**src/rtl/ieee_divider_seq_pkg.sv**
```systemverilog
// ieee_divider_seq_pkg: shared float defines, divider FSM states and the round-to-nearest-even packer.
`ifndef IEEE_FLOAT_DEFINES
`define IEEE_FLOAT_DEFINES
`define WIDTH_NUMBER 32
`define WIDTH_EXPO 8
`define GUARD_BITS 3
`define WIDTH_SIGNIF (1+23+`GUARD_BITS)
`define ROUND_EVEN 3'b100
`define EXPO_ONES 8'hFF
`define QNAN_CANON 32'h7FC00000
`define DIV_ITER 27
`endif

package ieee_divider_seq_pkg;

    typedef enum logic [1:0] {IDLE, DIV, ROUND, DONE} state_t;

    // q carries the hidden bit at the top and GUARD_BITS below the 23-bit fraction.
    function automatic logic [`WIDTH_NUMBER-1:0] round_pack(
        input logic s,
        input logic signed [9:0] e,
        input logic [`WIDTH_SIGNIF-1:0] q,
        input logic sticky
    );
        logic [`GUARD_BITS-1:0] g;
        logic [24:0] m;
        logic signed [9:0] ef;
        logic up;
        g = {q[`GUARD_BITS-1:1], q[0] | sticky};
        up = (g > `ROUND_EVEN) || (g == `ROUND_EVEN && q[`GUARD_BITS]);
        m = {1'b0, q[`WIDTH_SIGNIF-1:`GUARD_BITS]} + {24'd0, up};
        ef = e + (m[24] ? 10'sd1 : 10'sd0);
        return (ef >= 10'sd255) ? {s, `EXPO_ONES, 23'd0} :
               (ef <= 10'sd0)   ? {s, 31'd0} :
                                  {s, ef[7:0], m[24] ? m[23:1] : m[22:0]};
    endfunction

endpackage

```
**src/rtl/ieee_divider_seq_if.sv**
```systemverilog
// ieee_divider_seq_if: operand/result valid-ready bus of the sequential divider.
interface ieee_divider_seq_if;
    logic                     in_valid;
    logic                     in_ready;
    logic [`WIDTH_NUMBER-1:0] operand_a;
    logic [`WIDTH_NUMBER-1:0] operand_b;
    logic                     out_valid;
    logic                     out_ready;
    logic [`WIDTH_NUMBER-1:0] result;
    logic                     div_by_zero;
    logic                     invalid;
    modport master (
        output in_valid, operand_a, operand_b, out_ready,
        input  in_ready, out_valid, result, div_by_zero, invalid
    );
    modport slave (
        input  in_valid, operand_a, operand_b, out_ready,
        output in_ready, out_valid, result, div_by_zero, invalid
    );
endinterface

```
**src/rtl/ieee_div_classify.sv**
```systemverilog
// ieee_div_classify: unpacks divider operands and decodes zero/inf special-case results.
// IEEE_DIV_SPECIAL_EN adds NaN propagation and invalid detection for 0/0 and inf/inf.
module ieee_div_classify
    import ieee_divider_seq_pkg::*;
(
    input  logic [`WIDTH_NUMBER-1:0] a,
    input  logic [`WIDTH_NUMBER-1:0] b,
    output logic [23:0]              ma,
    output logic [23:0]              mb,
    output logic                     special,
    output logic                     dbz,
    output logic                     inv,
    output logic [`WIDTH_NUMBER-1:0] res
);
    logic sign, a_zero, b_zero, a_inf, b_inf, nan;
    assign sign   = a[31] ^ b[31];
    assign a_zero = a[30:23] == '0;
    assign b_zero = b[30:23] == '0;
    assign a_inf  = a[30:23] == `EXPO_ONES;
    assign b_inf  = b[30:23] == `EXPO_ONES;
    assign ma     = {1'b1, a[22:0]};
    assign mb     = {1'b1, b[22:0]};
`ifdef IEEE_DIV_SPECIAL_EN
    assign nan = (a_inf && |a[22:0]) || (b_inf && |b[22:0]) || (a_zero && b_zero) || (a_inf && b_inf);
`else
    assign nan = 1'b0;
`endif
    assign special = a_zero | b_zero | a_inf | b_inf;
    assign dbz     = b_zero & ~a_zero & ~a_inf & ~nan;
    assign inv     = nan;
    // inf/anything and finite-nonzero/0 give infinity; every other special is a signed zero
    assign res = nan ? `QNAN_CANON :
                 (a_inf | (b_zero & ~a_zero)) ? {sign, `EXPO_ONES, 23'd0} : {sign, 31'd0};
endmodule

```
**src/rtl/ieee_divider_seq.sv**
```systemverilog
// ieee_divider_seq: iterative IEEE-754 single divider, restoring, one quotient bit per clock, RNE.
// Build with IEEE_DIV_SPECIAL_EN for NaN results and the invalid flag.
module ieee_divider_seq
    import ieee_divider_seq_pkg::*;
(
    input logic               clk,
    input logic               rst_n,
    ieee_divider_seq_if.slave bus
);
    state_t state, state_n;
    logic [4:0] cnt;
    logic sign, dbz, inv, special, c_dbz, c_inv, pre, q_bit, accept;
    logic signed [9:0] expo;
    logic [23:0] ma, mb, div, rem_sub;
    logic [24:0] rem;
    logic [`WIDTH_SIGNIF-1:0] quo;
    logic [`WIDTH_NUMBER-1:0] result, c_res;

    ieee_div_classify u_classify (
        .a(bus.operand_a), .b(bus.operand_b), .ma(ma), .mb(mb),
        .special(special), .dbz(c_dbz), .inv(c_inv), .res(c_res)
    );

    assign accept  = state == IDLE && bus.in_valid;
    assign pre     = ma < mb;
    assign q_bit   = rem >= {1'b0, div};
    // remainder after a successful subtract is below the divisor, so 24 bits hold it
    assign rem_sub = q_bit ? 24'(rem - {1'b0, div}) : rem[23:0];

    always_ff @(posedge clk or negedge rst_n) begin
        if (!rst_n) state <= IDLE;
        else state <= state_n;
    end

    always_comb begin
        state_n = state;
        state_n = (state == IDLE)  ? (bus.in_valid ? (special ? DONE : DIV) : IDLE) :
                  (state == DIV)   ? ((cnt == 5'(`DIV_ITER - 1)) ? ROUND : DIV) :
                  (state == ROUND) ? DONE :
                                     (bus.out_ready ? IDLE : DONE);
    end

    always_ff @(posedge clk or negedge rst_n) begin
        if (!rst_n) begin
            cnt    <= '0;
            sign   <= 1'b0;
            expo   <= '0;
            div    <= '0;
            rem    <= '0;
            quo    <= '0;
            result <= '0;
            dbz    <= 1'b0;
            inv    <= 1'b0;
        end else if (accept) begin
            cnt    <= '0;
            sign   <= bus.operand_a[31] ^ bus.operand_b[31];
            expo   <= {2'b0, bus.operand_a[30:23]} - {2'b0, bus.operand_b[30:23]} + 10'd127 - {9'd0, pre};
            div    <= mb;
            rem    <= pre ? {ma, 1'b0} : {1'b0, ma};
            quo    <= '0;
            result <= special ? c_res : result;
            dbz    <= c_dbz;
            inv    <= c_inv;
        end else if (state == DIV) begin
            cnt <= cnt + 5'd1;
            rem <= {rem_sub, 1'b0};
            quo <= {quo[`WIDTH_SIGNIF-2:0], q_bit};
        end else if (state == ROUND) begin
            result <= round_pack(sign, expo, quo, |rem);
        end
    end

    assign bus.in_ready    = state == IDLE;
    assign bus.out_valid   = state == DONE;
    assign bus.result      = result;
    assign bus.div_by_zero = dbz;
    assign bus.invalid     = inv;
endmodule

```
**src/flat_wrapper.sv**
```systemverilog
// flat-port wrapper written by rule: the top's interface ports become plain ports
module ieee_divider_seq_flat import ieee_divider_seq_pkg::*;
  (clk, rst_n, bus_in_valid, bus_operand_a, bus_operand_b, bus_out_ready, bus_in_ready, bus_out_valid, bus_result, bus_div_by_zero, bus_invalid);
  ieee_divider_seq_if bus_i ();
  input logic clk;
  input logic rst_n;
  input wire logic [$bits(bus_i.in_valid)-1:0] bus_in_valid;
  input wire logic [$bits(bus_i.operand_a)-1:0] bus_operand_a;
  input wire logic [$bits(bus_i.operand_b)-1:0] bus_operand_b;
  input wire logic [$bits(bus_i.out_ready)-1:0] bus_out_ready;
  output wire logic [$bits(bus_i.in_ready)-1:0] bus_in_ready;
  output wire logic [$bits(bus_i.out_valid)-1:0] bus_out_valid;
  output wire logic [$bits(bus_i.result)-1:0] bus_result;
  output wire logic [$bits(bus_i.div_by_zero)-1:0] bus_div_by_zero;
  output wire logic [$bits(bus_i.invalid)-1:0] bus_invalid;
  assign bus_i.in_valid = bus_in_valid;
  assign bus_i.operand_a = bus_operand_a;
  assign bus_i.operand_b = bus_operand_b;
  assign bus_i.out_ready = bus_out_ready;
  assign bus_in_ready = bus_i.in_ready;
  assign bus_out_valid = bus_i.out_valid;
  assign bus_result = bus_i.result;
  assign bus_div_by_zero = bus_i.div_by_zero;
  assign bus_invalid = bus_i.invalid;
  ieee_divider_seq u_core (.clk(clk), .rst_n(rst_n), .bus(bus_i));
endmodule
```
**config.mk**
```make
export PLATFORM = sky130hd
export DESIGN_NAME = ieee_divider_seq_flat
export DESIGN_NICKNAME = d
export VERILOG_FILES = /design/src/rtl/ieee_divider_seq_pkg.sv /design/src/rtl/ieee_divider_seq_if.sv /design/src/rtl/ieee_div_classify.sv /design/src/rtl/ieee_divider_seq.sv /design/src/flat_wrapper.sv
export SDC_FILE = /design/constraint.sdc
export NUM_CORES = 1
export LEC_CHECK = 0
export CORE_ASPECT_RATIO = 1.2
export CORE_MARGIN = 2
export CORE_UTILIZATION = 60
export DETAILED_ROUTE_END_ITERATION = 7
export PLACE_DENSITY_LB_ADDON = 0.3
export SKIP_LAST_GASP = 1
export SLEW_MARGIN = 20
export SYNTH_ARGS = -nofsm -noshare
export SYNTH_HDL_FRONTEND = slang
export SYNTH_SLANG_ARGS = --single-unit
export TNS_END_PERCENT = 1
```
**constraint.sdc**
```tcl
create_clock -name clk -period 6.08 [get_ports clk]
set_clock_uncertainty 0.05 [all_clocks]
set_input_delay 0.608 -clock clk [delete_from_list [all_inputs] [get_ports clk]]
set_output_delay 0.608 -clock clk [all_outputs]
set_load 0.01 [all_outputs]
```
; After elaboration in Yosys (flattened, before gate mapping)
; Cells that the tools add are included.
[classes]
bitwise_logic = 10
n_eq_ne = 9
mux = 24
n_reduce_logical = 10
order_cmp = 5
addsub = 7
[op_table]
columns = cell, count
row1 = $mux W32, 4
row2 = $mux W31, 3
row3 = $mux W25, 3
row4 = $mux W27, 2
row5 = $add A24 B1 Y25, 1
row6 = $ge A25 B24 Y1, 1
row7 = $reduce_or A25 Y1, 1
row8 = $lt A24 B24 Y1, 1
row9 = $mux W24, 1
row10 = $sub A24 B24 Y24, 1
row11 = $mux W23, 1
row12 = $eq A8 B8 Y1 const B, 2
row13 = $logic_not A8 Y1, 2
row14 = $mux W2, 7
row15 = $add A10 B10 Y10, 1
row16 = $add A10 B7 Y10 const B, 1
row17 = $ge A10 B9 Y1 const B, 1
row18 = $le A10 B1 Y1 const B, 1
row19 = $mux W5, 2
row20 = $sub A10 B1 Y10, 1
row21 = $sub A8 B8 Y9, 1
row22 = $add A5 B1 Y5 const B, 1
row23 = $eq A5 B5 Y1 const B, 1
row24 = $or A1 B1 Y1, 5
row25 = other kinds (14), 20
[totals]
in_bits = 68
ff_bits = 127
word_cells = 74
out_inout_bits = 36

; Depth between registers and ports, before layout
[depth]
word_depth = 14
ltp_mapped = 21
ltp_nobuf = 19

; Cells and area by module
; Synthesis repeated with hierarchy kept, for this count alone.
[hier_totals]
hier_cells = 1161
hier_area_um2 = 9783.1
[by_module_without_submodules]
columns = module, seq_area_each_um2, cells_each, area_per_inst_um2, instances
row1 = ieee_divider_seq, 3203.1, 1063, 9026.2, 1
row2 = ieee_div_classify, 0.0, 98, 757.0, 1

; Worst setup path after synthesis
; OpenSTA, ideal clock, no wires.
[synth_timing]
path_kind = input -> register
startpoint = input bus_operand_b[9]
endpoint = register u_core.expo[9]
setup_slack_ns = 2.086
arrival_time_ns = 3.834
required_ns = 5.920
cell_stages = 18
n_path_buf = 1
setup_time_ns = 0.110
cell_sequence = inv_1 ha_1 a211oi_1 o21ai_0 a221oi_1 a2111oi_2 nor2_4 buf_4 inv_1 ha_1 ha_1 fa_1 a21o_1 a21o_1 a21o_1 a21oi_1 nor2b_1 o41ai_1
[synth_between]
elab_chain_cells = 2
[synth_lines]
columns = element, line_no
row1 = from (decl), flat_wrapper.sv:9  ; input wire logic [$bits(bus_i.operand_b)-1:0] bus_operand_b;
row2 = $lt A24 B24 Y1, ieee_divider_seq.sv:25  ; assign pre = ma < mb;
row3 = $sub A10 B1 Y10, ieee_divider_seq.sv:57  ; expo <= {2'b0, bus.operand_a[30:23]} - {2'b0, bus.operand_b[30:23]} + 10'd127 - {9'd0, pre};
row4 = to (signal assigned), ieee_divider_seq.sv:57
row5 = to (decl), ieee_divider_seq.sv:13  ; logic signed [9:0] expo;
; No other way between the ends.
; A chain may end at the register's enable or synchronous reset.

; Worst setup path after layout
[layout_timing]
startpoint = register u_core.quo[2]
endpoint = register u_core.result[3], in the netlist u_core.bus.result[3]
[layout_between]
elab_chain_cells = 12
elab_cells_between_ends = 15
cone_classes = 2 x add/sub / 3 x order compare / 1 x eq/ne / 7 x mux / 2 x reduce/logical
[layout_lines]
columns = element, line_no
row1 = from (decl), ieee_divider_seq.sv:16  ; logic [`WIDTH_SIGNIF-1:0] quo;
row2 = from (signal assigned), ieee_divider_seq.sv:67  ; quo <= {quo[`WIDTH_SIGNIF-2:0], q_bit};
row3 = branches (longest 2 deep; another with $gt A3 B3 Y1), -
row4 = $logic_or A1 B1 Y1 *, ieee_divider_seq_pkg.sv:30  ; up = (g > `ROUND_EVEN) || (g == `ROUND_EVEN && q[`GUARD_BITS]);
row5 = $add A24 B1 Y25 *, ieee_divider_seq_pkg.sv:31  ; m = {1'b0, q[`WIDTH_SIGNIF-1:`GUARD_BITS]} + {24'd0, up};
row6 = $mux W1, ieee_divider_seq_pkg.sv:32  ; ef = e + (m[24] ? 10'sd1 : 10'sd0);
row7 = $add A10 B10 Y10, ieee_divider_seq_pkg.sv:32
row8 = $le A10 B1 Y1, ieee_divider_seq_pkg.sv:34  ; (ef <= 10'sd0) ? {s, 31'd0} :
row9 = $mux W31, ieee_divider_seq_pkg.sv:34
row10 = $mux W31 *, ieee_divider_seq_pkg.sv:33  ; return (ef >= 10'sd255) ? {s, `EXPO_ONES, 23'd0} :
row11 = $mux W32 *, ieee_divider_seq.sv:68  ; end else if (state == ROUND) begin
row12 = $mux W32 *, ieee_divider_seq.sv:64  ; end else if (state == DIV) begin
row13 = $mux W32 *, ieee_divider_seq.sv:54  ; end else if (accept) begin
row14 = to (signal assigned), ieee_divider_seq.sv:61  ; result <= special ? c_res : result;
row15 = to (signal assigned), ieee_divider_seq.sv:69  ; result <= round_pack(sign, expo, quo, |rem);
row16 = to (decl), ieee_divider_seq.sv:17  ; logic [`WIDTH_NUMBER-1:0] result, c_res;
; Every way passes the cells marked *. The select of a mux whose other input is x is not followed.

==> reports/results.tsv <==
stage	metric	value	unit
outcome	outcome	completed	
final_layout	NumNets Final	1243	
cts	clk_lat worst skew	0.43	ns
worst_setup_path	reg2reg path depth	19	
cts	CTS Buf Count	17	
synthesis	post-synth top area share	35.7	%
synthesis	main area contributors after synthesis	dfrtp_1 36%, ha_1 9.4%, nand2_1 7.0%, o21ai_0 4.7%, mux2i_1 3.9%	
pwr	Peak VDD IR	0.265	mV
cts	H-tree Lvls	4	
pwr	Sequential Power Share	27.8	%
worst_setup_path	critical path class	flop to flop	
sta	Slew Viols, Final	0	
sta	Fmax	0.216	GHz
final_layout	post-layout util	73.2	%
worst_setup_path	CP arrival	4.91	ns
synthesis	mux cell area share after synthesis	4.70	%
pwr	Total Power	5.72	mW
cts	setup bufs post-CTS	0	
synthesis	Syn Nets	1160	
pwr	pwr/cell area	542	mW/mm^2
worst_setup_path	CP endpoint kind	flop	
cts	CTS Root Cell	clkbuf_16	
sta	RSZ-0062 raised after global routing	no	
sta	fin worst setup slack	1.46	ns
sta	slew margin rel.	38.0	%
pwr	combinational power share	54.1	%
cts	clk sinks	127	
detailed_routing	Vias	7755	
final_layout	FILL cells	1115	
sta	worst hold slack	0.197	ns
cts	CTS tree	done	
pwr	Net Sw Frac	43.0	%
synthesis	post-synthesis adder-cell area fraction	10.1	%
global_routing	largest net degree at the start of global routing	74	
cts	Post-CTS Resized	0	
die	die width	115	um
synthesis	synth warn	0	
place	Area after DPL	0.00995	sq mm
place	port buffer count	102	
synthesis	Synth Register Bits	127	
worst_setup_path	CP max FO	13	
place	Cells after DPL	1261	
synthesis	Seq/Total Area, Yosys	35.7	%
synthesis	Synth Area in XOR/XNOR	5.99	%
synthesis	Syn Inst Count	1022	
detailed_routing	drt first pass iters	6	
worst_hold_path	min-delay worst type	input port to asynchronous set/reset pin	
worst_setup_path	Critical Path RT	6.37	ns
synthesis	simple-gate area share of the yosys netlist	17.4	%
detailed_routing	final wirelength	21.1	mm
final_layout	Final Non-Filler Cells	1293	
synthesis	Syn Std Cell Area	0.00889	sq mm
flow_run	Max-cap violations	0	
detailed_routing	antenna-violating nets left	0	
detailed_routing	post-DR vias/cell	6.00	
worst_setup_path	setup slack, reg-to-reg	1.46	ns
synthesis	Synth area leader	dfrtp_1	
global_routing	GRT Total Usage	28.5	%
worst_setup_path	worst setup path end	u_core.bus.result[3]$_DFFE_PN0P_	
sta	setup TNS	0	ns
synthesis	Post-synth top flop	dfrtp_1	
detailed_routing	DR iter-0 viols	639	
sta	Tcrit/Tclk final	76.0	%
worst_setup_path	crit start category	flop	
pwr	switching pwr	2.46	mW
final_layout	share of cells above drive strength 1	6.08	%
final_layout	multi-input logic area	0.00519	sq mm
place	RD Place Congestion	0.947	
final_layout	finished layout cell area	0.0105	sq mm
global_routing	initial antenna violation count	0	
pwr	clock share of power	18.0	%
global_routing	first-pass GRT wire length	36.0	mm
final_layout	register area	0.00318	sq mm
die	initial core utilization	61.7	%
die	I/O pins	104	
cts	Clock transition at path regs	0.06	ns
die	Core Area	0.0144	sq mm
sta	Worst Tran Pin Value	0.930	ns
detailed_routing	DRC viols	0	
sta	Hold Vio Cnt, Final	0	
cts	Post-CTS Hold Fix Bufs	0	
pwr	Pleak	4.85	nW
worst_setup_path	crit path launch	u_core.quo[2]$_DFFE_PN0P_	
global_routing	global route total overflow	0	
sta	Final setup viols	0	
global_routing	vias in the first global route	7830	
place	post-detail-place hpwl	15.3	mm
pwr	Int Pwr	3.26	mW
final_layout	diode count	0	
synthesis	largest family of logic cells by synthesized area	compound AO/OA/AOI/OAI gates	
cts	clk buf depth	2	
synthesis	post-synth cell types	75	
die	# rows	48	
synthesis	Post-synth EDFFs	0	
synthesis	asr flop ratio synth	100	%
synthesis	Compound-Gate Fraction of Synth Area	19.9	%
die	die height	137	um
final_layout	Area Growth Syn to Fin	18.6	%
synthesis	Avg Cell Area, Syn	8.70	sq um
sta	post-layout minimum cycle time	4.62	ns
die	DIE AREA	0.0158	sq mm
worst_setup_path	worst r2r src	u_core.quo[2]$_DFFE_PN0P_	
detailed_routing	drt wl/cell	16.3	um
worst_setup_path	worst r2r dst	u_core.bus.result[3]$_DFFE_PN0P_	
synthesis	Post-synth top cells	167 x nand2_1, 127 x dfrtp_1, 83 x o21ai_0	
synthesis	most common cell in the netlist	nand2_1	
place	Setup WS pre-CTS	1.31	ns
[worst min-delay path by stage]
stage	from	cells after the start	to	slack (ns)
final	rst_n	1	u_core.state[0]$_DFF_PN0_	0.20
after CTS	rst_n	1	u_core.state[1]$_DFF_PN0_	0.23
after global placement	u_core.div[23]$_DFFE_PN0P_	2	u_core.div[23]$_DFFE_PN0P_	0.38
after global routing	rst_n	1	u_core.state[0]$_DFF_PN0_	0.26
after floorplan	rst_n	0	u_core.bus.div_by_zero$_DFFE_PN0P_	0.26
after detailed placement	u_core.div[23]$_DFFE_PN0P_	2	u_core.div[23]$_DFFE_PN0P_	0.39
[cell type report]
cell class | instances | area share (%)
tap | 175 | 2.08
multi-input combinational | 771 | 49.2
inverter | 79 | 2.81
clock buffer | 19 | 4.10
sequential | 127 | 30.1
timing repair buffer | 109 | 10.2
clock inverter | 13 | 1.53
[per-layer routing]
layer	share of wire (%)	up-vias	GRT usage (%)
li1	-	3794	-
met1	41	3653	33.0
met2	51	250	51.4
met3	4.7	58	4.44
met4	3.5	0	13.4
met5	0	-	0
[cell families (layout without fill, tap and decap cells)]
group                    Yosys count  after routing
buffers and inverters            124            220
other                              1              1
AO/OA/AOI/OAI                    267            267
multiplexers                      41             41
adder cells (fa/ha/maj)           70             70
flip-flops                       127            127
XOR/XNOR                          60             60
AND/OR/NAND/NOR                  332            332
[power groups by stage]
stage                     Sequential (mW)  Clock, mW  Combinational (mW)
after global placement               1.58          0                2.96
after CTS                            1.58       1.03                3.07
final                                1.59       1.03                3.10
after global routing                 1.64       1.07                3.46
after floorplan                      1.53          0                2.31
after detailed placement             1.60          0                3.03
[critical path: stages (launching register included)]
cell	delay [ns]
dfrtp_1	0.40
and2_1	0.20
ha_1	0.23
nand2_1	0.07
nor2_1	0.15
nand2_1	0.13
nor3_2	0.32
and3_1	0.25
nand3_2	0.23
inv_1	0.20
ha_1	0.21
ha_1	0.21
and2_1	0.32
nand2_1	0.10
nor2_1	0.14
xnor2_1	0.19
o41ai_2	0.18
a211oi_4	0.37
nand2_1	0.32
o21ai_0	0.25
[flip-flops by register name, indices dropped and copies added, names as in the netlist]
name and count:
u_core.bus.result 32, u_core.quo 27, u_core.rem 25, u_core.div 24, u_core.expo 10, u_core.cnt 5, u_core.state 2, u_core.bus.div_by_zero 1
u_core.sign 1
[layout by cell type (no fill, tap or decap), types with 3 or more instances in the layout]
cell             instances
nand2_1                166
dfrtp_1                127
clkdlybuf4s50_1        101
o21ai_0                 83
inv_1                   79
ha_1                    67
a21oi_1                 49
nor2_1                  42
nand3_1                 41
mux2i_1                 35
xnor2_1                 30
xor2_1                  29
o221ai_1                22
a21o_1                  19
clkbuf_16               17
o21ai_1                 13
nand4_1                 13
and3_1                  13
nor4_1                  12
a22o_1                  11
o21bai_1                 9
nor3_1                   8
buf_4                    8
o21a_1                   7
a211oi_1                 6
mux2_2                   6
a221o_1                  6
o31ai_1                  6
nor2b_1                  5
and2_1                   5
a31oi_1                  5
clkinvlp_4               4
a41oi_1                  3
o211ai_1                 3
or2_2                    3
fa_1                     3
clkinv_2                 3
bufinv_16                3
inv_6                    3
(Power assumes the default switching activity.)
